[src/rtl/sram_arbiter.sv]
// Two-master (inst/data) to one-slave sram_like arbiter with an owner-tag FIFO for in-order response routing.
// Optional SRAM_ARB_RR_EN: round-robin unlocked grant instead of fixed data-over-inst priority.
module sram_arbiter #(
    parameter int DEPTH = 2
) (
    input  logic        clk,
    input  logic        reset,

    input  logic        inst_req,
    input  logic        inst_wr,
    input  logic [1:0]  inst_size,
    input  logic [31:0] inst_addr,
    input  logic [31:0] inst_wdata,
    output logic        inst_addr_ok,
    output logic        inst_data_ok,
    output logic [31:0] inst_rdata,

    input  logic        data_req,
    input  logic        data_wr,
    input  logic [1:0]  data_size,
    input  logic [31:0] data_addr,
    input  logic [31:0] data_wdata,
    output logic        data_addr_ok,
    output logic        data_data_ok,
    output logic [31:0] data_rdata,

    output logic        m_req,
    output logic        m_wr,
    output logic [1:0]  m_size,
    output logic [31:0] m_addr,
    output logic [31:0] m_wdata,
    input  logic        m_addr_ok,
    input  logic        m_data_ok,
    input  logic [31:0] m_rdata,

    output logic        busy
);

    localparam int PW = (DEPTH > 1) ? $clog2(DEPTH) : 1;
    localparam int CW = $clog2(DEPTH + 1);

    // Owner encoding throughout: 0 = inst, 1 = data.
    logic [DEPTH-1:0] r_tag;
    logic [PW-1:0]    r_rd_ptr;
    logic [PW-1:0]    r_wr_ptr;
    logic [CW-1:0]    r_count;
    logic             r_lock_valid;
    logic             r_lock_owner;
    logic             r_hold_grant;
`ifdef SRAM_ARB_RR_EN
    logic             r_last_owner;
`endif

    logic w_full;
    logic w_free_grant;
    logic w_grant;
    logic w_greq;
    logic w_push;
    logic w_pop;
    logic w_pop_owner;

    function automatic logic [PW-1:0] ptr_inc(input logic [PW-1:0] p);
        return (p == PW'(DEPTH - 1)) ? '0 : p + 1'b1;
    endfunction

    assign w_full = (r_count == CW'(DEPTH));

    always_comb begin
        w_free_grant = r_hold_grant;
`ifdef SRAM_ARB_RR_EN
        if (inst_req && data_req)
            w_free_grant = ~r_last_owner;
        else if (data_req)
            w_free_grant = 1'b1;
        else if (inst_req)
            w_free_grant = 1'b0;
`else
        if (data_req)
            w_free_grant = 1'b1;
        else if (inst_req)
            w_free_grant = 1'b0;
`endif
    end

    // A request left waiting on the slave keeps the bus until it is accepted.
    assign w_grant = r_lock_valid ? r_lock_owner : w_free_grant;
    assign w_greq  = w_grant ? data_req : inst_req;

    assign m_req   = w_greq & ~w_full & ~reset;
    assign m_wr    = w_grant ? data_wr    : inst_wr;
    assign m_size  = w_grant ? data_size  : inst_size;
    assign m_addr  = w_grant ? data_addr  : inst_addr;
    assign m_wdata = w_grant ? data_wdata : inst_wdata;

    assign w_push = m_req & m_addr_ok;
    assign w_pop  = m_data_ok & (r_count != '0) & ~reset;

    assign inst_addr_ok = w_push & ~w_grant;
    assign data_addr_ok = w_push &  w_grant;

    assign w_pop_owner  = r_tag[r_rd_ptr];
    assign inst_data_ok = w_pop & ~w_pop_owner;
    assign data_data_ok = w_pop &  w_pop_owner;
    assign inst_rdata   = m_rdata;
    assign data_rdata   = m_rdata;

    assign busy = (r_count != '0) & ~reset;

    always_ff @(posedge clk) begin
        if (reset) begin
            r_tag        <= '0;
            r_rd_ptr     <= '0;
            r_wr_ptr     <= '0;
            r_count      <= '0;
            r_lock_valid <= 1'b0;
            r_lock_owner <= 1'b0;
            r_hold_grant <= 1'b0;
        end else begin
            if (w_push) begin
                r_tag[r_wr_ptr] <= w_grant;
                r_wr_ptr        <= ptr_inc(r_wr_ptr);
            end
            if (w_pop)
                r_rd_ptr <= ptr_inc(r_rd_ptr);

            case ({w_push, w_pop})
                2'b10:   r_count <= r_count + 1'b1;
                2'b01:   r_count <= r_count - 1'b1;
                default: r_count <= r_count;
            endcase

            if (m_req && !m_addr_ok) begin
                r_lock_valid <= 1'b1;
                r_lock_owner <= w_grant;
            end else if (w_push) begin
                r_lock_valid <= 1'b0;
            end

            r_hold_grant <= w_grant;
        end
    end

`ifdef SRAM_ARB_RR_EN
    // Reset to data so that inst wins the first tie.
    always_ff @(posedge clk) begin
        if (reset)
            r_last_owner <= 1'b1;
        else if (w_push)
            r_last_owner <= w_grant;
    end
`endif

endmodule

[config.mk]
export PLATFORM = sky130hd
export DESIGN_NAME = sram_arbiter
export DESIGN_NICKNAME = d
export VERILOG_FILES = /design/src/rtl/sram_arbiter.sv
export SDC_FILE = /design/constraint.sdc
export NUM_CORES = 1
export LEC_CHECK = 0
export BUFFER_PORTS_ARGS = -buffer_cell sky130_fd_sc_hd__buf_2
export CORE_AREA = 2 2 119 121
export DETAILED_ROUTE_END_ITERATION = 12
export DIE_AREA = 0 0 121 123
export PLACE_DENSITY_LB_ADDON = 0.25
export SETUP_SLACK_MARGIN = 0.1
export SYNTH_ARGS = -nofsm -noshare
export SYNTH_HDL_FRONTEND = slang
export SYNTH_SLANG_ARGS = --single-unit
[constraint.sdc]
create_clock -name clk -period 3.5 [get_ports clk]
set_clock_uncertainty 0.2 [all_clocks]
set_input_delay 0.525 -clock clk [delete_from_list [all_inputs] [get_ports clk]]
set_output_delay 0.525 -clock clk [all_outputs]
set_load 0.02 [all_outputs]
==> results.md, run 1 <==
* Run status: complete, no violations
* Share of the clock period used by the worst path at 77.18%
* Most frequent standard cell in the layout excluding fill and tap cells: buf_2
* Gate Count Post-Synth at between 150 and 200
* Number of global-route vias before repair at 1,768
* Power per Cell Area at 321.9 nW/um2
* Critical Path Fanout Max at 70
* TritonCTS clock tree: built
* First-iteration detailed-routing DRC count at 53
* Maximum resistive drop on vdd at ~0.23 mV
* Yosys reg bits at 9
* Share of cells above drive strength 1 at a little under 90%
* Initial antenna violation count at 1
* Number of max-cap violations at 0
* Setup crit end kind: output pin
* Post-synthesis to final-layout area growth at 49.86%
* Setup Crit Path Kind: reg -> out
* CTS hold repair buffers at 0
* Clock insertion delay at the later pin of the skew report at about 0.23 ns
* Number of enable-type register cells in the synthesized netlist at 0
* Maximum number of pins on one net before global-route repair at about 70
* Number of resized instances in the post-cts repair step at 0
* Final setup margin at between 0.7 and 0.8 ns
* Pre-antenna DRT Iters at 4
* Fin nets at between 500 and 600
* Vias per std cell at between 3 and 4
* I/O Pins at 309
* Cell types occupying the most area after synthesis: mux2_2, buf_4, dfxtp_1
* Slew HR at roughly 69%
* Clock tree sinks at 9
* Setup repair after global routing missed its margin: false
* Placeable Area at 13,610 um2
* Total power consumption of the routed design at ~0.84 mW
* Share of Yosys cell area claimed by the top area cell type at between 40% and 50%
* Cell area after technology mapping at between 1500 and 2000 um2
* Synth Net Count at between 300 and 400
* Cell type contributing the most total cell area after synthesis: mux2_2
* Min-Delay Path Class: reg -> reg
* Warning count from the yosys run at 0
* Row count at between 40 and 50
* Placed wire-length estimate after detailed placement at 6.251 mm
* Dpl ws at between 0.8 and 0.9 ns
* Port Buffer Count at around 210
* Sequential area share after synthesis at 10.29%
* Hold Vio Cnt, Final at 0
* Crit start category: flop
* Worst Max-Slew Pin Slew at approximately 0.46 ns
* Syn avg cell area at between 9 and 10 um2
* Routability cong. at roughly 0.8
* Clock tree root buffer cell: clkbuf_16
* WL per Instance at 13.84 um
* Die Outline Area at about 15,000 um2
* Netlist cell types at 30
* Clock buffer count from CTS at 3
* Global-route wire length before repair at between 9 and 10 mm
* Global router's overall resource usage at approximately 8.3%
* Top FF cell, synth: dfxtp_1
* Deepest clock path buffer count at 2
* Total congestion overflow at 0
* Antenna Violating Nets Remaining at 0
* Leak Pwr at 1.365 nW
* Min Tclk post-route at 2.701 ns
* Die outline height at around 120 um
* Number of max-slew violations in the final report at 0
* Aggregate routed wire length at 7.129 mm
* Data arrival, critical path at 1.98 ns
* Width of the die at 121 um
* Top library cells by usage in the layout, fill and taps aside: buf_2, mux2_2, dfxtp_1
* Effective utilization at floorplan at approximately 13%
* CP Data Required Time at 2.77 ns
* DRC violations left at 0
* Diodes inserted at 0
* Proportion of synthesized flip-flops having asynchronous set or reset at 0%
* Number of levels the H-tree was split into at 1
* Clock-pin slew on the worst setup and hold paths at about 0.04 ns
* Achievable clock frequency at between 0.3 and 0.4 GHz
* Post-CTS Setup Inserts at 0
* Overall via count from detail_route at between 1,500 and 2,000
* Post-route setup TNS at 0 ns
* # setup viols final at 0
## layout make-up
class / count / area [um2]
fillers: 1515 / 10990
repair buffers: 213 / 1081
multi-input cells: 106 / 1049
well taps: 180 / 225.2
flip-flops and latches: 9 / 180.2
clock buffers: 4 / 78.83
inverters: 3 / 11.26
## per-layer routing
layer,vias to the layer above,global-route usage [%],wire (um)
met5,-,0,0
met1,842,11.16,3034
met2,135,13.45,3258
li1,881,-,-
met3,7,2.168,779
met4,0,1.672,56
## kinds of logic (layout without fill, tap and decap cells)
logic type	after synthesis	count (layout)	share of synthesized area, %
flip-flops	9	9	10.29
XOR/XNOR	3	3	1.500
AO/OA/AOI/OAI	8	8	4.572
multiplexers	72	72	46.07
adder cells (fa/ha/maj)	1	1	0.7142
AND/OR/NAND/NOR	22	22	6.572
buffers and inverters	75	220	30.29
## power breakdown
group / leakage, nW / switching (mW) / internal, mW
Combinational: 1.25 / 0.283 / 0.241
Sequential: 0.0737 / 0.00855 / 0.112
Clock: 0.0382 / 0.0485 / 0.152
Total: 1.36 / 0.340 / 0.505
## sequential cells by signal, summed over array words and instances (netlist names)
name and cells:
r_count 2, r_hold_grant 1, r_lock_owner 1, r_lock_valid 1, r_rd_ptr 1, r_tag 2
r_wr_ptr 1
## Yosys cell counts (2+ instances only)
cell and number:
a21oi_1 2, buf_2 7, buf_4 64, dfxtp_1 9
inv_1 3, mux2_2 68, mux2i_1 3, nand2_1 4
nor2_1 6, nor2b_1 3, xor2_1 2
## worst max-delay path: stages, from the launching register on
cell	delay (ns)
dfxtp_1	0.37
and2b_2	0.25
a21oi_4	0.14
buf_12	0.29
mux2_2	0.43
buf_2	0.18
## metrics by stage
| stage | cell area (um2) | util [%] | instances | hold WS [ns] |
|---|---|---|---|---|
| 2_1_floorplan | 1752 | - | 190 | 0.2451 |
| 3_3_place_gp | 2546 | 18.71 | 511 | 0.2826 |
| 3_5_place_dp | 2546 | 18.71 | 511 | 0.2788 |
| 4_1_cts | 2625 | 19.28 | 515 | 0.2890 |
| 5_1_grt | 2625 | 19.28 | 515 | 0.3329 |
| 6_report | 2625 | 19.28 | 515 | 0.2916 |
## worst paths after layout
check	depth (start not counted)	slack (ns)	endpoint	from
hold reg to reg	1	0.29	r_wr_ptr	r_wr_ptr
hold / removal	1	0.29	r_wr_ptr	r_wr_ptr
setup reg to reg	6	1.11	r_count[1]	r_lock_owner
setup / recovery	5	0.80	m_addr[22]	r_lock_owner
Power figures use the tool's default switching activity.
==> inputs of run 2 (changes only) <==
Settings changed: CORE_AREA 2 2 119 121 to 2 2 120 122, DIE_AREA 0 0 121 123 to 0 0 122 124.
Clock period 3.5 ns to 2.75 ns, I/O delays scaled along.
==> run 2 against run 1 <==
Effect of this change:
- via count fell by 1.5%
- flip-flop and latch count unchanged
- sequential power is 27% higher
- register-to-register slack got worse by 0.52 ns
- critical endpoint is now m_wdata[24]
- largest power group unchanged
==> results.md, run 2 (synthesis gave the netlist of run 1 again) <==
* Run status: complete, no violations
* Global router's overall resource usage at 7.295% (-1.0 points)
* Post-synthesis to final-layout area growth at 51.43%
* Clock buffer count from CTS at 3 (unchanged)
* Clock tree sinks at 9 (unchanged)
* Clock insertion delay at the later pin of the skew report at 0.23 ns (about the same)
* DRC violations left at 0 (unchanged)
* Endpoint with the worst hold slack: r_wr_ptr
* Width of the die at 122 um (+0.83%)
* Hold Vio Cnt, Final at 0 (unchanged)
* # setup viols final at 0 (unchanged)
* Post-layout utilization of the core at 19.33% (+0.049 points)
* Slew HR at 80.71% (+12 points)
* Maximum resistive drop on vdd at 0.2174 mV (-3.7%)
* Count of placed standard cells including taps at 513 (+0.39%)
* Number of levels the H-tree was split into at 1 (unchanged)
* CP Data Required Time at 2.14 ns (-0.63 ns)
* Deepest clock path buffer count at 2 (unchanged)
* Fill cell count at 1,549 (+2.2%)
* Placed wire-length estimate after detailed placement at 5.841 mm (-6.6%)
* Pre-antenna DRT Iters at 4 (unchanged)
* Number of max-cap violations at 0 (unchanged)
* Most frequent standard cell in the layout excluding fill and tap cells: buf_2
* Final setup margin at 0.3137 ns (-0.4849 ns)
* Row count at 43 (unchanged)
* Antenna Violating Nets Remaining at 0 (unchanged)
* Crit start category: flop
* Worst-path cell with the longest stage delay: mux2_2
* Total power consumption of the routed design at 1.064 mW (+26%)
* Cell family with most CP delay: buffers and inverters
* Worst setup slack for register-to-register paths at 0.59 ns (-0.52 ns)
* Leak Pwr at 1.379 nW (+1.1%)
* Worst Max-Slew Pin Slew at 0.2888 ns (-0.1735 ns)
* Routability cong. at 0.7599 (-7.6%)
* TritonCTS clock tree: built
* Global-route wire length before repair at 8.680 mm (-9.4%)
* Vias per std cell at 3.553 (-1.9%)
* Endpoint of the lowest-slack register-to-register path: r_count[1]
* CTS hold repair buffers at 0 (unchanged)
* Min-Delay Path Class: reg -> reg
* Initial antenna violation count at 0 (-1)
* I/O Pins at 309 (unchanged)
* Die Outline Area at 15,130 um2 (+1.6%)
* Post-route setup TNS at 0 ns (unchanged)
* Critical Path Fanout Max at 39 (-44%)
* Achievable clock frequency at 0.4105 GHz
* Total congestion overflow at 0 (unchanged)
* Setup repair after global routing missed its margin: false
* Data arrival, critical path at 1.82 ns (-0.16 ns)
* Number of max-slew violations in the final report at 0 (unchanged)
* Number of cells on the worst reg-to-reg path at 6 (unchanged)
* Diodes inserted at 0 (unchanged)
* Share of cells above drive strength 1 at 86.65% (about the same)
* Power per Cell Area at 401.2 nW/um2 (+25%)
* Final std cells w/o fill at 517 (+0.39%)
* Post-CTS Setup Inserts at 0 (unchanged)
* Setup Crit Path Kind: reg -> out
* Effective utilization at floorplan at 12.77% (-0.10 points)
* Clock tree root buffer cell: clkbuf_16
* First-iteration detailed-routing DRC count at 41 (-23%)
* Min Tclk post-route at 2.436 ns
* Overall via count from detail_route at 1,837 (-1.5%)
* Reg2reg start: r_lock_owner
* Maximum number of pins on one net before global-route repair at 40 (-44%)
* Clock-pin slew on the worst setup and hold paths at 0.04 ns (about the same)
* Number of global-route vias before repair at 1,724 (-2.5%)
* Max stage delay on crit path at 0.37 ns (-0.06 ns)
* Die outline height at 124 um (+0.81%)
* Dpl ws at 0.4255 ns (-0.3815 ns)
* WL per Instance at 12.70 um (-8.2%)
* Share of the clock period used by the worst path at between 80% and 90%
* Placeable Area at 13,720 um2 (+0.79%)
* Top library cells by usage in the layout, fill and taps aside: buf_2, mux2_2, dfxtp_1
* Fin nets at 511 (+0.39%)
* Setup crit end kind: output pin
* Port Buffer Count at 212 (unchanged)
* Number of resized instances in the post-cts repair step at 0 (unchanged)
* Hold Path Depth at 1 (unchanged)
* Largest registers ranked by flip-flop count: r_count: 2 flops, r_tag: 2 flops
* Buffers plus inverters on the worst setup path at 2 (unchanged)
* Startpoint of the most critical hold path: r_wr_ptr
* List of cells traversed by the critical path: and2b_2 > a21oi_4 > buf_12 > mux2_2 > buf_2
* Aggregate routed wire length at 6.568 mm (-7.9%)
run 2: changes by cell type in the layout (fill, tap and decap cells not counted), sizes merged:
cell | before | now
buf | 213 | 215
run 2: through the flow:
step	cell area (um2)	hold WS, ns
6_report	2653	0.2893
5_1_grt	2653	0.3107
4_1_cts	2653	0.2923
3_5_place_dp	2574	0.2838
3_3_place_gp	2574	0.2778
2_1_floorplan	1752	0.2451
run 2: power by group:
part	switching, mW	total [mW]	internal (mW)
Combinational	0.344	0.659	0.316
Clock	0.0590	0.252	0.193
Sequential	0.0100	0.152	0.142
Total	0.413	1.06	0.652
run 2: worst max path at each step:
| stage | start | endpoint | cells past startpoint |
|---|---|---|---|
| after floorplan | data_req | r_count[1] | 6 |
| after global placement | inst_req | m_addr[14] | 6 |
| after detailed placement | inst_req | m_wdata[24] | 6 |
| after CTS | r_lock_owner | m_wdata[24] | 5 |
| after global routing | r_lock_owner | m_addr[28] | 5 |
| final | r_lock_owner | m_wdata[24] | 5 |
run 2: per-layer routing:
layer | global-route usage, % | wire length [um] | share of wire [%]
met1 | 9.711 | 2738 | 42
met2 | 11.21 | 2954 | 45
met3 | 2.427 | 773 | 12
met4 | 2.083 | 100 | 1.5
met5 | 0 | 0 | 0
run 2: worst register-to-register path, stage by stage, from the launching register on:
cell,delay [ns]
dfxtp_1,0.36
mux2i_1,0.12
a2111oi_4,0.39
nand2_1,0.18
ha_1,0.35
or3_1,0.35
a21oi_1,0.13
run 2: layout make-up:
| class | count | area (um2) | share of cell area [%] |
|---|---|---|---|
| timing repair buffer | 215 | 1109 | 41.79 |
| multi-input combinational | 106 | 1049 | 39.53 |
| tap | 180 | 225.2 | 8.491 |
| sequential | 9 | 180.2 | 6.792 |
| inverter | 3 | 11.26 | 0.4245 |
| clock buffer | 4 | 78.83 | 2.972 |
==> inputs of run 3 (changes only) <==
Settings changed: CELL_PAD_IN_SITES_DETAIL_PLACEMENT set to 1, CELL_PAD_IN_SITES_GLOBAL_PLACEMENT set to 2, CORE_AREA 2 2 120 122 to not set, CORE_UTILIZATION set to 11, DIE_AREA 0 0 122 124 to not set.
Clock period 2.75 ns to 2.3 ns, I/O delays scaled along.
==> run 3 against run 2 <==
Effect of this change:
- the run now ends with setup timing left
- non-clock buffer count up 10
- critical endpoint is now m_wdata[26]
- final area grew 19%
- critical path type unchanged
- flip-flop and latch count unchanged
- core utilization is 1.2 points higher
- clock power grew 25%
- first-iteration DRC count fell by 73%
==> results.md, run 3 (synthesis gave the netlist of run 1 again) <==
* Placement-stage cell area at 2625 um2 (+2.0%)
* Overall via count from detail_route at 1,917 (+4.4%)
* Hold Vio Cnt, Final at 0 (unchanged)
* Worst-path cell with the longest stage delay: dfxtp_2
* List of cells traversed by the critical path: and2b_2 > a21oi_4 > buf_4 > clkbuf_16 > mux2_2 > buf_2
* Leak Pwr at 1.625 nW (+18%)
* Port Buffer Count at 212 (unchanged)
* Crit start category: flop
* First-iteration detailed-routing DRC count at 11 (-73%)
* Post-layout utilization of the core at 20.55% (+1.2 points)
* Setup Crit Path Kind: reg -> out
* Hold Path Depth at 2 (+1)
* Post-route setup TNS at -0.3928 ns (-0.3928 ns)
* Die Outline Area at 16,430 um2 (+8.6%)
* Endpoint of the lowest-slack register-to-register path: r_count[1]
* DRC violations left at 0 (unchanged)
* # setup viols final at 31 (+31)
* Capture point of the worst path: m_wdata[26]
* Global router's overall resource usage at 8.387% (+1.1 points)
* Largest registers ranked by flip-flop count: r_count: 2 flops, r_tag: 2 flops
* GR peak layer: met2
* CP Data Required Time at 1.75 ns (-0.39 ns)
* Run status: complete, but fails checks
* Clock insertion delay at the later pin of the skew report at 0.24 ns (about the same)
* Clock buffer count from CTS at 3 (unchanged)
* Clock tree sinks at 9 (unchanged)
* Initial antenna violation count at 2 (+2)
* TritonCTS clock tree: built
* Critical path startpoint: r_lock_valid
* Min-Delay Path Class: in -> reg
* Clock tree root buffer cell: clkbuf_16
* Worst setup slack for register-to-register paths at 0.09 ns (-0.50 ns)
* Die outline height at 128.2 um (+3.4%)
* Achievable clock frequency at around 0.43 GHz
* CTS hold repair buffers at 0 (unchanged)
* Met2 track utilization from global routing at 17.65% (+6.4 points)
* Number of max-slew violations in the final report at 0 (unchanged)
* Effective utilization at floorplan at 11.40% (-1.4 points)
* Placeable Area at 15,370 um2 (+12%)
* Number of cells on the worst reg-to-reg path at 8 (+2)
* Width of the die at 128.2 um (+5.1%)
* Final setup margin at -0.02593 ns (-0.3397 ns)
* Data arrival, critical path at 1.78 ns (-0.04 ns)
* Maximum number of pins on one net before global-route repair at 26 (-35%)
* Violated checks: setup timing
* Placed wire-length estimate after detailed placement at 6.266 mm (+7.3%)
* Number of global-route vias before repair at 2,062 (+20%)
* Reg2reg start: r_lock_owner
* Max stage delay on crit path at 0.34 ns (-0.03 ns)
* Aggregate routed wire length at 7.992 mm (+22%)
* Setup crit end kind: output pin
* Most frequent standard cell in the layout excluding fill and tap cells: buf_2
* Antenna Violating Nets Remaining at 0 (unchanged)
* Total congestion overflow at 0 (unchanged)
* Share of cells above drive strength 1 at 89.34% (+2.7 points)
* Setup repair after global routing missed its margin: true
* Met1 usage at 7.685% (-2.0 points)
* Top library cells by usage in the layout, fill and taps aside: buf_2, mux2_2, mux2_4
* Routability cong. at 0.6954 (-8.5%)
* Diodes inserted at 0 (unchanged)
* WL per Instance at 14.32 um (+13%)
* Dpl ws at 0.08152 ns (-0.3440 ns)
* Min Tclk post-route at about 2.3 ns
* Power per Cell Area at 482.8 nW/um2 (+20%)
* Fin nets at 521 (+2.0%)
* Number of max-cap violations at 0 (unchanged)
* I/O Pins at 309 (unchanged)
* Clock-pin slew on the worst setup and hold paths at 0.04 ns (about the same)
* Global-route wire length before repair at 10.58 mm (+22%)
* Worst Max-Slew Pin Slew at 0.3139 ns (+0.02510 ns)
* Design Area, Final at 3158 um2 (+19%)
* Number of levels the H-tree was split into at 1 (unchanged)
* Met3 demand-to-capacity share in global routing at 2.003% (-0.42 points)
* Maximum resistive drop on vdd at 0.2671 mV (+23%)
* Slew HR at 79.07% (-1.6 points)
* Critical Path Fanout Max at 12 (-69%)
* Deepest clock path buffer count at 2 (unchanged)
* Pre-antenna DRT Iters at 2 (-2)
* Row count at 45 (+4.7%)
* Post-synthesis to final-layout area growth at 80.29%
* Share of the clock period used by the worst path at 101.1%
* Vias per std cell at 3.435 (-3.3%)
-- run 3: worst min path at each step --
stage	start	end	slack, ns
3_5_place_dp	r_wr_ptr	r_wr_ptr	0.27
5_1_grt	reset	r_count[0]	0.25
4_1_cts	reset	r_rd_ptr	0.23
3_3_place_gp	r_wr_ptr	r_wr_ptr	0.27
6_report	reset	r_count[0]	0.22
2_1_floorplan	r_wr_ptr	r_wr_ptr	0.25
-- run 3: per-layer routing --
layer,vias up,share of wire (%)
li1,906,-
met1,877,34
met2,121,55
met3,11,9.4
met4,2,1.2
met5,-,0.16
-- run 3: critical path: cells and delay by family, from the launching register on --
family | cells | cell delay (ns)
buffers and inverters | 3 | 0.52
AO/OA/AOI/OAI | 1 | 0.14
AND/OR/NAND/NOR | 1 | 0.21
flip-flops | 1 | 0.34
multiplexers | 1 | 0.33
-- run 3: stage by stage --
| step | power (mW) | hold slack [ns] | std cells |
|---|---|---|---|
| 6_report | 1.525 | 0.2205 | 558 |
| 3_3_place_gp | 0.9820 | 0.2668 | 544 |
| 4_1_cts | 1.500 | 0.2252 | 555 |
| 3_5_place_dp | 0.9856 | 0.2726 | 544 |
| 5_1_grt | 1.606 | 0.2513 | 558 |
| 2_1_floorplan | 0.8438 | 0.2451 | 190 |
-- run 3: layout make-up --
class,count,area [um2]
flip-flops and latches,9,183.9
multi-input cells,106,1156
clock buffers,4,78.83
repair buffers,225,1464
inverters,3,11.26
fillers,1849,12210
well taps,211,264.0
-- run 3: report_power, final --
part	internal, mW	switching (mW)	total, mW
clock	0.232	0.0823	0.315
combinational	0.554	0.472	1.03
sequential	0.171	0.0131	0.184
-- run 3: what timing repair did --
| item | in CTS | in global routing |
|---|---|---|
| endpoints found under the hold margin | 0 | 0 |
| endpoints found under the setup margin | 68 | 70 |
| buffers inserted | 5 | 1 |
| pin swaps | 1 | 1 |
| gates cloned | 2 | 2 |
| gates resized for setup | 69 | 13 |
